File: src/rtl/modred_pkg.sv
// Shared definitions for the iterative Montgomery reduction engine.
//
// Contents:
//   state_t / ST_*  : FSM state encoding (3 bits). It is a plain logic
//                     vector so that older tools and waveform scripts can
//                     read the state as a number.
//   clog2()         : ceiling log2, used for the iteration counter width.
//   calc_iter()     : number of W_SIZE-bit reduction iterations needed to
//                     cover a DATA_SIZE_ARB-bit modulus.
package modred_pkg;

  typedef logic [2:0] state_t;

  localparam state_t ST_IDLE  = 3'd0;
  localparam state_t ST_MUL   = 3'd1;
  localparam state_t ST_ACC   = 3'd2;
  localparam state_t ST_FINAL = 3'd3;
  localparam state_t ST_DONE  = 3'd4;

  function automatic int clog2(input int value);
    int r;
    r = 0;
    while ((1 << r) < value) r++;
    return r;
  endfunction

  function automatic int calc_iter(input int data_size, input int w_size);
    return (data_size + w_size - 1) / w_size;
  endfunction

endpackage

File: src/rtl/modred_step_dp.sv
// One word-level Montgomery reduction step, split over two cycles.
//
// Stage 1 (mul_en high): the step's three terms are computed from the
// current accumulator and registered.
//   mult_q  = qh_r * t2, where t2 = -acc[W_SIZE-1:0] mod 2^W_SIZE
//   shift_q = acc >> W_SIZE
//   carry_q = 1 when the low word of acc is non-zero
// Stage 2 is purely combinational: acc_next = shift_q + mult_q + carry_q.
// The owner of the accumulator loads acc_next when it wants the step to
// take effect.
//
// This equals (acc + q*t2) / 2^W_SIZE with q = qh*2^W_SIZE + 1. The low
// word of acc + t2 is always zero, so that sum is either 0 or 2^W_SIZE,
// and its overflow into the upper bits is exactly carry_q.
//
// Ports:
//   clk, reset : clock and asynchronous active-low reset
//   mul_en     : load enable for the stage 1 registers
//   acc        : current accumulator (2*DATA_SIZE_ARB bits)
//   qh_r       : registered upper part of the modulus
//   acc_next   : accumulator after this reduction step
module modred_step_dp
  import modred_pkg::*;
#(
  parameter int DATA_SIZE_ARB = 32,
  parameter int W_SIZE        = 11
) (
  input  logic                            clk,
  input  logic                            reset,
  input  logic                            mul_en,
  input  logic [2*DATA_SIZE_ARB-1:0]      acc,
  input  logic [DATA_SIZE_ARB-W_SIZE-1:0] qh_r,
  output logic [2*DATA_SIZE_ARB-1:0]      acc_next
);

  localparam int D  = DATA_SIZE_ARB;
  localparam int QW = DATA_SIZE_ARB - W_SIZE;

  logic [W_SIZE-1:0] acc_lo;
  logic [W_SIZE-1:0] t2;
  logic [D-1:0]      qh_ext;
  logic [D-1:0]      t2_ext;
  logic [D-1:0]      mult_q;
  logic [2*D-1:0]    shift_q;
  logic              carry_q;

  // t2 is the multiple of q that clears the accumulator's low word. Both
  // multiplier operands are widened to D bits; qh*t2 always fits in D bits.
  always_comb begin
    acc_lo = acc[W_SIZE-1:0];
    t2     = '0 - acc_lo;
    qh_ext = {{W_SIZE{1'b0}}, qh_r};
    t2_ext = {{QW{1'b0}}, t2};
  end

  // A non-zero low word, or its negation, always has the top bit set, so
  // OR-ing those two top bits gives the carry without a wide compare.
  always_ff @(posedge clk or negedge reset) begin
    if (!reset) begin
      mult_q  <= '0;
      shift_q <= '0;
      carry_q <= 1'b0;
    end else if (mul_en) begin
      mult_q  <= qh_ext * t2_ext;
      shift_q <= {{W_SIZE{1'b0}}, acc[2*D-1:W_SIZE]};
      carry_q <= acc_lo[W_SIZE-1] | t2[W_SIZE-1];
    end
  end

  // The sum is formed at full accumulator width so nothing is lost.
  assign acc_next = shift_q + {{D{1'b0}}, mult_q} + {{(2*D-1){1'b0}}, carry_q};

endmodule

File: src/rtl/modred_iter_ctrl.sv
// Iterative Montgomery reduction engine. A single W_SIZE-bit reduction
// step (modred_step_dp) is reused ITER times. The result is
// C = T * 2^(-W_SIZE*ITER) mod q, where q = qH*2^W_SIZE + 1.
//
// The caller guarantees T < q*2^(W_SIZE*ITER). Under that condition the
// accumulator is below 2q after the last step, so a single conditional
// subtraction fully reduces it.
//
// Build option MODRED_LAZY_EN:
//   defined   - The FINAL state is skipped. C is taken straight from the
//               last step and is only guaranteed to be in [0, 2q).
//               Latency is 2*ITER.
//   undefined - C is fully reduced into [0, q). Latency is 2*ITER+1.
//
// Ports:
//   clk, reset          : clock and asynchronous active-low reset
//   qH                  : upper part of the modulus, sampled on accept
//   in_valid, in_ready  : input handshake for T
//   T                   : double-width product to reduce
//   out_valid, out_ready: output handshake for C
//   C                   : reduced result
//   busy                : high whenever the engine is not idle
module modred_iter_ctrl
  import modred_pkg::*;
#(
  parameter int DATA_SIZE_ARB = 32,
  parameter int W_SIZE        = 11
) (
  input  logic                            clk,
  input  logic                            reset,
  input  logic [DATA_SIZE_ARB-W_SIZE-1:0] qH,
  input  logic                            in_valid,
  output logic                            in_ready,
  input  logic [2*DATA_SIZE_ARB-1:0]      T,
  output logic                            out_valid,
  input  logic                            out_ready,
  output logic [DATA_SIZE_ARB-1:0]        C,
  output logic                            busy
);

  localparam int D     = DATA_SIZE_ARB;
  localparam int QW    = DATA_SIZE_ARB - W_SIZE;
  localparam int ITER  = calc_iter(DATA_SIZE_ARB, W_SIZE);
  localparam int CNT_W = clog2(ITER + 1);
  localparam logic [CNT_W-1:0] CNT_LAST = CNT_W'(ITER - 1);

  state_t            state;
  logic [2*D-1:0]    acc;
  logic [2*D-1:0]    acc_next;
  logic [QW-1:0]     qh_r;
  logic [CNT_W-1:0]  cnt;
  logic              mul_en;

`ifndef MODRED_LAZY_EN
  logic [D-1:0]      q_r;

  assign q_r = {qh_r, {W_SIZE{1'b0}}} + {{(D-1){1'b0}}, 1'b1};
`endif

  // in_ready is also held low while reset is asserted, so it only rises
  // once the engine has been released.
  assign in_ready = (state == ST_IDLE) && reset;
  assign busy     = (state != ST_IDLE);
  assign mul_en   = (state == ST_MUL);

  modred_step_dp #(
    .DATA_SIZE_ARB (DATA_SIZE_ARB),
    .W_SIZE        (W_SIZE)
  ) u_step (
    .clk      (clk),
    .reset    (reset),
    .mul_en   (mul_en),
    .acc      (acc),
    .qh_r     (qh_r),
    .acc_next (acc_next)
  );

  // The FSM alternates MUL/ACC once per iteration, then hands the
  // accumulator to FINAL (or straight to C in lazy mode). C and out_valid
  // hold in DONE until the consumer takes the result. in_ready is low in
  // DONE, so a new operand is never accepted in the same cycle as output.
  always_ff @(posedge clk or negedge reset) begin
    if (!reset) begin
      state     <= ST_IDLE;
      acc       <= '0;
      qh_r      <= '0;
      cnt       <= '0;
      C         <= '0;
      out_valid <= 1'b0;
    end else begin
      case (state)
        ST_IDLE: begin
          if (in_valid) begin
            acc   <= T;
            qh_r  <= qH;
            cnt   <= '0;
            state <= ST_MUL;
          end
        end
        ST_MUL: begin
          state <= ST_ACC;
        end
        ST_ACC: begin
          acc <= acc_next;
          cnt <= cnt + CNT_W'(1);
          if (cnt == CNT_LAST) begin
`ifdef MODRED_LAZY_EN
            C         <= acc_next[D-1:0];
            out_valid <= 1'b1;
            state     <= ST_DONE;
`else
            state     <= ST_FINAL;
`endif
          end else begin
            state <= ST_MUL;
          end
        end
`ifndef MODRED_LAZY_EN
        ST_FINAL: begin
          C         <= (acc >= {{D{1'b0}}, q_r}) ? (acc[D-1:0] - q_r) : acc[D-1:0];
          out_valid <= 1'b1;
          state     <= ST_DONE;
        end
`endif
        ST_DONE: begin
          if (out_ready) begin
            out_valid <= 1'b0;
            state     <= ST_IDLE;
          end
        end
        default: begin
          state <= ST_IDLE;
        end
      endcase
    end
  end

endmodule

File: config.mk
export PLATFORM = sky130hd
export DESIGN_NAME = modred_iter_ctrl
export DESIGN_NICKNAME = d
export VERILOG_FILES = /design/src/rtl/modred_pkg.sv /design/src/rtl/modred_step_dp.sv /design/src/rtl/modred_iter_ctrl.sv
export SDC_FILE = /design/constraint.sdc
export NUM_CORES = 1
export LEC_CHECK = 0
export ABC_AREA = 1
export BUFFER_PORTS_ARGS = -buffer_cell sky130_fd_sc_hd__clkbuf_2
export CAP_MARGIN = 25
export CORE_ASPECT_RATIO = 0.5
export CORE_UTILIZATION = 40
export CTS_BUF_LIST = sky130_fd_sc_hd__clkbuf_8
export DETAILED_ROUTE_END_ITERATION = 6
export PLACE_DENSITY = 0.62
export SKIP_CTS_REPAIR_TIMING = 1
export SYNTH_ARGS = -nofsm -noshare
export SYNTH_HDL_FRONTEND = slang
export SYNTH_HIERARCHICAL = 1
export SYNTH_SLANG_ARGS = --single-unit
File: constraint.sdc
create_clock -name clk -period 16.49 [get_ports clk]
set_input_delay 1.649 -clock clk [delete_from_list [all_inputs] [get_ports clk]]
set_output_delay 1.649 -clock clk [all_outputs]
set_load 0.02 [all_outputs]
# --- Yosys cells after proc, flatten, opt, wreduce, memory -nomap -nowiden ---
# Cells that the tools add are included.
word_totals:
  ff_bits: 209
  output_inout_bits: 35
  elab_cells: 45
op_classes:
  addsub: 6
  mul: 1
  magnitude_cmp: 1
  eq_ne: 7
  mux: 11
  bitwise_logic: 1
  n_reduce_logical: 9
ops:
  columns: ["op", "count"]
  rows:
  - ["64-bit one-hot mux with 2 select lines", 1]
  - ["64-bit by 1-bit adder with 64-bit output", 1]
  - ["64-bit by 32-bit greater-or-equal comparator with 1-bit output", 1]
  - ["64-bit 2-to-1 mux", 1]
  - ["53-bit by 32-bit adder with 54-bit output", 1]
  - ["32-bit by 1-bit adder with 32-bit output (second input constant)", 1]
  - ["21-bit by 11-bit multiplier with 32-bit output", 1]
  - ["32-bit 2-to-1 mux", 1]
  - ["32-bit subtractor", 1]
  - ["3-bit one-hot mux with 5 select lines", 1]
  - ["1-bit by 11-bit subtractor with 11-bit output (first input constant)", 1]
  - ["2-bit AND reduction", 4]
  - ["3-bit by 2-bit equality test with 1-bit output (second input constant)", 2]
  - ["3-bit 2-to-1 mux", 2]
  - ["2-bit 2-to-1 mux", 2]
  - ["2-bit inequality test (second input constant)", 2]
  - ["2-bit one-hot mux with 2 select lines", 1]
  - ["2-bit nonzero test", 2]
  - ["3-bit by 1-bit equality test with 1-bit output (second input constant)", 1]
  - ["3-bit equality test (second input constant)", 1]
  - ["3-bit logical NOT", 1]
  - ["3-bit nonzero test", 1]
  - ["2-bit by 1-bit adder with 2-bit output (second input constant)", 1]
  - ["2-bit equality test (second input constant)", 1]
  - ["4 further kinds", 4]

# --- Longest topological paths before layout ---
# Gate-level depths: netlist (run 1).
depth:
  depth_word: 3
  depth_mapped: 33

# --- Cells and area by module ---
# The synthesis (run 1) kept the hierarchy.
by_module_without_submodules:
  columns: ["module", "n_inst", "cells_per_inst", "area_per_inst_um2", "seq_area_each_um2"]
  rows:
  - ["modred_step_dp", 1, 2342, 15024.4, 2152.1]
  - ["modred_iter_ctrl", 1, 1153, 7855.0, 3078.0]

# --- Worst setup path before layout (run 1) ---
# Ideal clock, no wire load.
synth_path:
  kind: "register to register"
  start: "register acc[0]"
  end: "register u_step.mult_q[27]"
  setup_time_ns: 0.118
  arrival_time_ns: 5.989
  required_time_ns: 16.372
  slack_ns: 10.383
  stages_incl_launch_ff: 32
  path_buffers: 2
  path_cell_list: "dfrtp_1 -> clkbuf_1 -> inv_1 -> ha_1 -> nand4_1 -> or3_1 -> nor2_1 -> nand2_1 -> nor2_1 -> ha_1 -> clkbuf_1 -> nand2_1 -> fa_1 -> inv_1 -> fa_1 -> inv_1 -> fa_1 -> inv_1 -> fa_1 -> inv_1 -> fa_1 -> inv_1 -> ha_1 -> nand2_1 -> nor2_1 -> nand2_1 -> nor2_1 -> nand2_1 -> nand3_1 -> nand2_1 -> nand3_1 -> nand2_1"
synth_via:
  elab_chain_cells: 2
synth_rtl:
  columns: ["item", "line_no", "rtl"]
  rows:
  - ["start, declared", "modred_iter_ctrl.sv:48", "logic [2*D-1:0] acc;"]
  - ["start signal, assigned", "modred_iter_ctrl.sv:104", "acc <= acc_next;"]
  - ["1-bit by 11-bit subtractor with 11-bit output", "modred_step_dp.sv:51", "t2 = '0 - acc_lo;"]
  - ["21-bit by 11-bit multiplier with 32-bit output", "modred_step_dp.sv:64", "mult_q <= qh_ext * t2_ext;"]
  - ["end signal, assigned", "modred_step_dp.sv:64", null]
  - ["end, declared", "modred_step_dp.sv:43", "logic [D-1:0] mult_q;"]
# No other way between the ends.
# A chain may end at the register's enable or synchronous reset.

# --- Worst setup path in the final report (run 1) ---
# Ends and elaborated chain as after synthesis.

==> results of run 1 <==
[logic make-up (layout without fill, tap and decap cells)]
logic type / after synthesis / count (layout)
buffers and inverters: 788 / 880
DFF: 209 / 209
adders and majority gates: 299 / 299
xor gates and xnor gates: 53 / 53
and+or+nand+nor: 1938 / 1938
AOI/OAI and AO/OA: 207 / 207
other: 1 / 10
[final cells by class]
class                   instances  area (um^2)
flip-flops and latches        209         5230
repair buffers                137          731
clock inverters                19          161
well taps                     756          946
clock buffers                  47          647
fillers                      5949        31100
multi-input cells            2507        14600
inverters                     677         2540
[Yosys cell counts, types with 2 or more instances]
cell	instances	area, um^2
o21a_1	2	15.0
a21o_1	2	15.0
clkinv_1	6	22.5
xor2_1	39	342
nand3_4	2	35.0
o21ai_1	2	10.0
o21ai_0	74	370
fa_1	172	3440
nand2_1	1270	4770
nor2_4	2	22.5
buf_2	29	145
nor2_1	383	1440
clkbuf_2	2	10.0
nand4_2	2	25.0
nand2_2	2	12.5
clkbuf_1	56	210
xnor2_1	14	123
inv_2	9	33.8
and2_1	2	12.5
inv_1	662	2480
or2_2	4	25.0
o31ai_1	65	488
nor2_2	12	75.1
nor3_1	15	75.1
nand4_1	56	350
a31oi_1	2	12.5
dfrtp_1	209	5230
nand3b_1	14	105
a21oi_1	51	255
ha_1	127	1590
buf_6	4	45.0
o21bai_1	6	45.0
nand3_1	169	846
buf_4	12	90.1
buf_1	8	30.0
[critical path: cells and delay by family, from the launching register on]
kind / cells / cell delay (ns)
AND/OR/NAND/NOR: 15 / 1.55
flip-flops: 1 / 1.00
buffers and inverters: 6 / 0.40
adder cells (fa/ha/maj): 8 / 4.23
[cell usage in the layout, fill, tap and decap left out, types with 3 or more instances in the layout]
cell / instances
xnor2_1: 14
ha_1: 127
inv_1: 672
o31ai_1: 65
o21ai_0: 74
buf_4: 14
clkinv_1: 6
conb_1: 10
nor2_1: 381
xor2_1: 39
nor3_1: 15
or2_2: 4
inv_2: 10
fa_1: 172
o21bai_1: 6
nand3_1: 169
nor2_2: 12
nand2_2: 3
dfrtp_1: 209
clkbuf_8: 47
nand2_1: 1269
nand3b_1: 14
nand4_1: 56
clkbuf_2: 122
clkinv_2: 3
bufinv_16: 3
a21oi_1: 51
nor2_4: 4
[per-layer routing]
layer,vias up,track usage [%],share of wire (%)
met5,-,0,0
met1,10322,38.2,47
li1,10660,-,-
met3,117,3.31,6.1
met2,632,41.4,43
met4,0,8.95,3.4
[flip-flops by register name (all words and copies together) (netlist names)]
name            count
u_step/mult_q      32
C                  32
qh_r               21
u_step/carry_q      1
out_valid           1
u_step/shift_q     53
state               3
cnt                 2
acc                64
[how the worst max path moves through the flow]
stage	from	to	depth (start not counted)
global route	acc[0]$_DFFE_PN0P_	u_step/mult_q[27]$_DFFE_PN0P_	29
global placement	acc[0]$_DFFE_PN0P_	u_step/mult_q[31]$_DFFE_PN0P_	29
detailed placement	acc[0]$_DFFE_PN0P_	u_step/mult_q[27]$_DFFE_PN0P_	29
floorplan	acc[0]$_DFFE_PN0P_	u_step/mult_q[27]$_DFFE_PN0P_	31
finish	acc[0]$_DFFE_PN0P_	u_step/mult_q[27]$_DFFE_PN0P_	29
CTS	acc[0]$_DFFE_PN0P_	u_step/mult_q[27]$_DFFE_PN0P_	29
[per-stage QoR]
step / instance area [um^2] / utilization [%] / hold slack [ns]
finish: 24900 / 44.4 / 0.478
global route: 24900 / 44.4 / 0.505
CTS: 24900 / 44.4 / 0.478
detailed placement: 24100 / 43.0 / 0.463
global placement: 24100 / 43.0 / 0.459
floorplan: 22900 / - / 0.446
==> results by group, run 1 <==
Synthesis
  • Xor/xnor share of the synthesized area: 2.03%
  • Cells after Synth: 3495
  • Post-synthesis mux area share: 0%
  • Adder-cell share of the synthesized area: 22.0%
  • Post-synthesis compound-gate area fraction: 5.44%
  • Main combinational cell family by area after synthesis: simple AND/OR/NAND/NOR gates
  • Sequential area share after synthesis: 22.9%
  • Mean area per synthesized cell: 6.55 um^2
  • Dominant synthesized flop cell: dfrtp_1
  • Mapped cell area: 22900 um^2
  • Register bit count reported by yosys: 209
  • Synth async-reset ratio: 100%
  • Synth Area in Simple Gates: 34.2%
  • Syn. warnings: 6
  • Distinct cells, synth: 44
  • Number of synthesized flops with an enable pin: 0

Critical path
  • Top cell by count, worst path: nand2_1
  • Crit path largest cell delay: 1.00 ns
  • R2R Setup Slk: 9.21 ns
  • Worst setup SP type: flop
  • CP arrival: 7.75 ns
  • R2r startpoint: acc[0]$_DFFE_PN0P_
  • Reg2Reg Depth: 29
  • Req. time, crit path: 16.96 ns
  • Worst-path maximum fanout: 27
  • Highest-delay cell along the critical path: dfrtp_1
  • Worst R2R End: u_step/mult_q[27]$_DFFE_PN0P_
  • Worst Setup Path Type: reg -> reg
  • CP endpoint kind: flop

Drt
  • DRT Pass-1 Iters: 6
  • DRC: 0
  • Via density: 4.99
  • Initial drt markers: 1920
  • Routed vias: 21731
  • WL/cell: 17.7 um
  • Final WL: 77200 um
  • Final ANT Viol Nets: 0

Global routing
  • Largest net degree at the start of global routing: 71
  • First-pass GRT wire length: 120000 um
  • Number of global-route vias before repair: 20958
  • Global Route Usage Sum: 26.6%
  • Initial antenna violation count: 1
  • Overflow after GRT: 0

Place
  • Place WS: 9.24 ns
  • # placed instances: 4286
  • Port buffer count: 123
  • Final Wtd Congestion: 0.978
  • Post-DP HPWL: 62100 um

Final layout
  • P&R area growth vs syn: 8.80%
  • Antenna cells: 0
  • Layout cell share with drive strength beyond 1: 6.54%
  • Final net count: 3958
  • Non-filler cells, final: 4352

Clock tree
  • Clock insertion delay at the later pin of the skew report: 0.58 ns
  • Worst-path clk slew: 0.06 ns
  • Clock tree sinks: 209
  • CTS root buffer: clkbuf_8
  • H-tree Lvls: 2
  • TritonCTS clock tree: built
  • Num CTS Buffers: 38
  • Deepest clock path buffer count: 3

STA
  • Final Hold Viols: 0
  • Tmin final: 7.28 ns
  • Clk_skew: 0.0329 ns
  • Slew HR: 32.4%
  • Final setup margin: 9.21 ns
  • Final setup vio count: 0
  • Setup tns final: 0 ns
  • RSZ-0062 raised after global routing: false
  • Max Transition Viols Final: 0
  • Tightest Pin Transition: 1.01 ns
  • Final Cycle Share: 44.1%
  • Highest clock rate: 0.137 GHz

Status
  • Outcome: finished, final reports clean

Floorplan
  • Core Area: 56000 um^2
  • Initial Utilization: 40.8%
  • DIE HEIGHT: 171 um
  • Site Rows: 61
  • Die Area: 58200 um^2
  • Die Wd: 340 um
  • Ports: 124

Min path
  • Min-delay worst type: reg -> reg
  • Hold depth: 1
  • Hold Path End: out_valid$_DFFE_PN0P_
  • Critical hold path startpoint: out_valid$_DFFE_PN0P_

Job
  • Max Cap Violations: 0
Power of run 1 is left out: the tool's default activity adds up to more than one toggle a clock period on the data nets, which glitch-free logic cannot reach.
==> run 2, diff against run 1 <==
ABC_AREA = 0   (was 1)
PLACE_DENSITY = 0.65   (was 0.62)
clock period = 6.15 ns   (was 16.49 ns; I/O delays follow)
==> results by group, run 2 <==
Synthesis
  • Cells after Synth: 2248 (-36%)
  • Mapped cell area: 20100 um^2 (-12%)
  • Distinct cells, synth: 73 (+66%)
  • Area leader, netlist: dfrtp_1
  • Synth async-reset ratio: 100% (unchanged)
  • Mean area per synthesized cell: 8.96 um^2 (+37%)
  • Number of synthesized flops with an enable pin: 0 (unchanged)
  • Synth top area share: 26.0% (+3.1 points)
  • Register bit count reported by yosys: 209 (unchanged)
  • Sequential area share after synthesis: 26.0% (+3.1 points)
  • Dominant synthesized flop cell: dfrtp_1
  • Top cells by area, synth: dfrtp_1 (26%), fa_1 (17%), ha_1 (7.9%), nand2_1 (6.1%), inv_1 (4.5%)
  • Commonest cells in the netlist: nand2_1 (325), inv_1 (240), dfrtp_1 (209), fa_1 (172), o21ai_0 (142)
  • Syn. warnings: 6 (unchanged)
  • Most instantiated library cell after synthesis: nand2_1

Clock tree
  • CTS root buffer: clkbuf_8
  • Worst-path clk slew: 0.07 ns (about the same)
  • Clock tree sinks: 209 (unchanged)
  • Deepest clock path buffer count: 3 (unchanged)
  • H-tree Lvls: 2 (unchanged)
  • Num CTS Buffers: 36 (-5.3%)
  • TritonCTS clock tree: built
  • Clock insertion delay at the later pin of the skew report: 0.56 ns (-0.02 ns)

Drt
  • Initial drt markers: 1306 (-32%)
  • Routed vias: 16977 (-22%)
  • Final ANT Viol Nets: 0 (unchanged)
  • Highest Signal Layer: met4
  • Metal1 wirelength: 27800 um (-24%)
  • Via density: 5.51 (+10%)
  • Met2 WL: 27400 um (-18%)
  • DRC: 0 (unchanged)
  • DRT Pass-1 Iters: 5 (-1)
  • Metal3 WL: 3380 um (-28%)
  • Final WL: 60200 um (-22%)
  • WL/cell: 19.5 um (+10%)

STA
  • Clk_skew: 0.0251 ns (-0.00771 ns)
  • Final setup margin: -0.0568 ns (-9.27 ns)
  • Max Transition Viols Final: 0 (unchanged)
  • RSZ-0062 raised after global routing: true
  • Slew HR: 28.6% (-3.9 points)
  • Tightest Pin Transition: 1.07 ns (+0.0526 ns)
  • Highest clock rate: 0.161 GHz (+17%)
  • Final Cycle Share: 101% (+57 points)
  • Tmin final: 6.21 ns (-1.07 ns)
  • Final setup vio count: 3 (+3)
  • Final Hold Viols: 0 (unchanged)
  • Setup tns final: -0.115 ns (-0.115 ns)

Critical path
  • CP arrival: 6.66 ns (-1.09 ns)
  • Critical path cell sequence: or4_4 -> nor2_4 -> ha_4 -> buf_12 -> buf_4 -> and2_1 -> fa_1 -> fa_1 -> fa_1 -> fa_1 -> inv_2 -> fa_1 -> inv_2 -> ha_4 -> and3_4 -> nand4_1 -> a21oi_2 -> a21oi_4 -> or3_4 -> o21a_1 -> o311ai_2
  • CP endpoint kind: flop
  • Worst-path maximum fanout: 5 (-81%)
  • Crit path largest cell delay: 0.55 ns (-0.45 ns)
  • Worst setup SP type: flop
  • Req. time, crit path: 6.60 ns (-10.36 ns)
  • Worst Setup Path Type: reg -> reg
  • Top cell by count, worst path: fa_1
  • WP buf/inv: 4 (-2)
  • CP top delay family: adder cells
  • Highest-delay cell along the critical path: or4_4

Final layout
  • P&R area growth vs syn: 16.9%
  • Layout cell share with drive strength beyond 1: 21.2% (+15 points)
  • Max FFs per register: 64 (unchanged)
  • Largest regs: acc x64, u_step/shift_q x53
  • Antenna cells: 0 (unchanged)
  • Biggest register: acc
  • Commonest non-fill, non-tap cells in the layout: nand2_1 (316), inv_1 (226), dfrtp_1 (206), fa_1 (164), o21ai_0 (135)
  • Final net count: 2800 (-29%)
  • Most common cell after layout, fill and taps aside: nand2_1

Min path
  • Min-delay worst type: in -> async

Status
  • Outcome: finished with violations
  • Failing checks: negative setup slack

Floorplan
  • Die Area: 51300 um^2 (-12%)
  • Die Wd: 319 um (-6.2%)
  • DIE HEIGHT: 161 um (-6.1%)
  • Site Rows: 57 (-6.6%)
  • Core Area: 49100 um^2 (-12%)
  • Initial Utilization: 41.0% (+0.19 points)
  • Ports: 124 (unchanged)

Place
  • Post-DP HPWL: 46200 um (-26%)
  • Final Wtd Congestion: 0.926 (-5.3%)
  • Port buffer count: 123 (unchanged)

Job
  • Max Cap Violations: 0 (unchanged)

Global routing
  • Global Route Usage Sum: 23.2% (-3.4 points)
  • Number of global-route vias before repair: 16757 (-20%)
  • Initial antenna violation count: 0 (-1)
  • Largest net degree at the start of global routing: 140 (+97%)
  • Overflow after GRT: 0 (unchanged)
  • First-pass GRT wire length: 94000 um (-22%)
run 2: changes by cell type in the layout (fill, tap and decap cells not counted), sizes merged, moves of 32 or more:
cell	delta
inv	-431
nand4	-34
xnor2	+38
o21ai	+69
nand2	-948
mux2i	+65
nor2	-304
buf	+111
a21oi	+32
o31ai	-48
nand3	-133
mux2	+74
and2	+98
run 2: path summary, 6_finish.rpt:
kind	start	end	slack, ns	cells past startpoint
max	acc[6]$_DFFE_PN0P_	u_step/mult_q[29]$_DFFE_PN0P_	-0.06	21
min in group clk	qH[2]	qh_r[2]$_DFFE_PN0P_	0.27	3
min	reset	acc[48]$_DFFE_PN0P_	0.005	1
min reg2reg	C[2]$_DFFE_PN0P_	C[2]$_DFFE_PN0P_	0.48	1
max in group asynchronous	reset	acc[9]$_DFFE_PN0P_	4.81	2
max reg2reg	acc[6]$_DFFE_PN0P_	u_step/mult_q[29]$_DFFE_PN0P_	-0.06	21
run 2: kinds of logic (layout without fill, tap and decap cells):
family	after synthesis	count (layout)	share of synthesized area, %
buffers and inverters	372	548	7.15
multiplexers	139	139	7.37
flip-flops	209	209	26.0
AO/OA/AOI/OAI	426	426	13.7
adder cells (fa/ha/maj)	299	299	25.0
XOR/XNOR	93	93	4.05
other	1	10	0.0186
AND/OR/NAND/NOR	709	709	16.7
run 2: metal layers:
layer / up-vias / track usage (%)
met5: - / 0
met4: 0 / 6.77
met3: 100 / 3.09
met2: 511 / 36.6
met1: 8476 / 33.3
li1: 7890 / -
run 2: stage by stage:
stage                     area (um^2)  setup slack (ns)  utilization (%)  std cells  hold WS [ns]
after floorplan                 20200          -0.00650                -       2257         0.319
after global placement          22000            -0.197             44.8       3010         0.465
after detailed placement        22000            -0.302             44.8       3010         0.476
after CTS                       22700            -0.335             46.3       3069        0.0178
after global routing            23500            -0.240             48.0       3082        0.0346
final                           23500           -0.0568             48.0       3082       0.00453
run 2: area by class of cell:
type | instances | area, um^2
fill | 4632 | 25500
multi-input combinational | 1676 | 14200
sequential | 209 | 5230
timing repair buffer | 249 | 1680
inverter | 240 | 901
tap | 649 | 812
clock buffer | 44 | 606
clock inverter | 15 | 93.8
Power of run 2 is left out for the same reason.
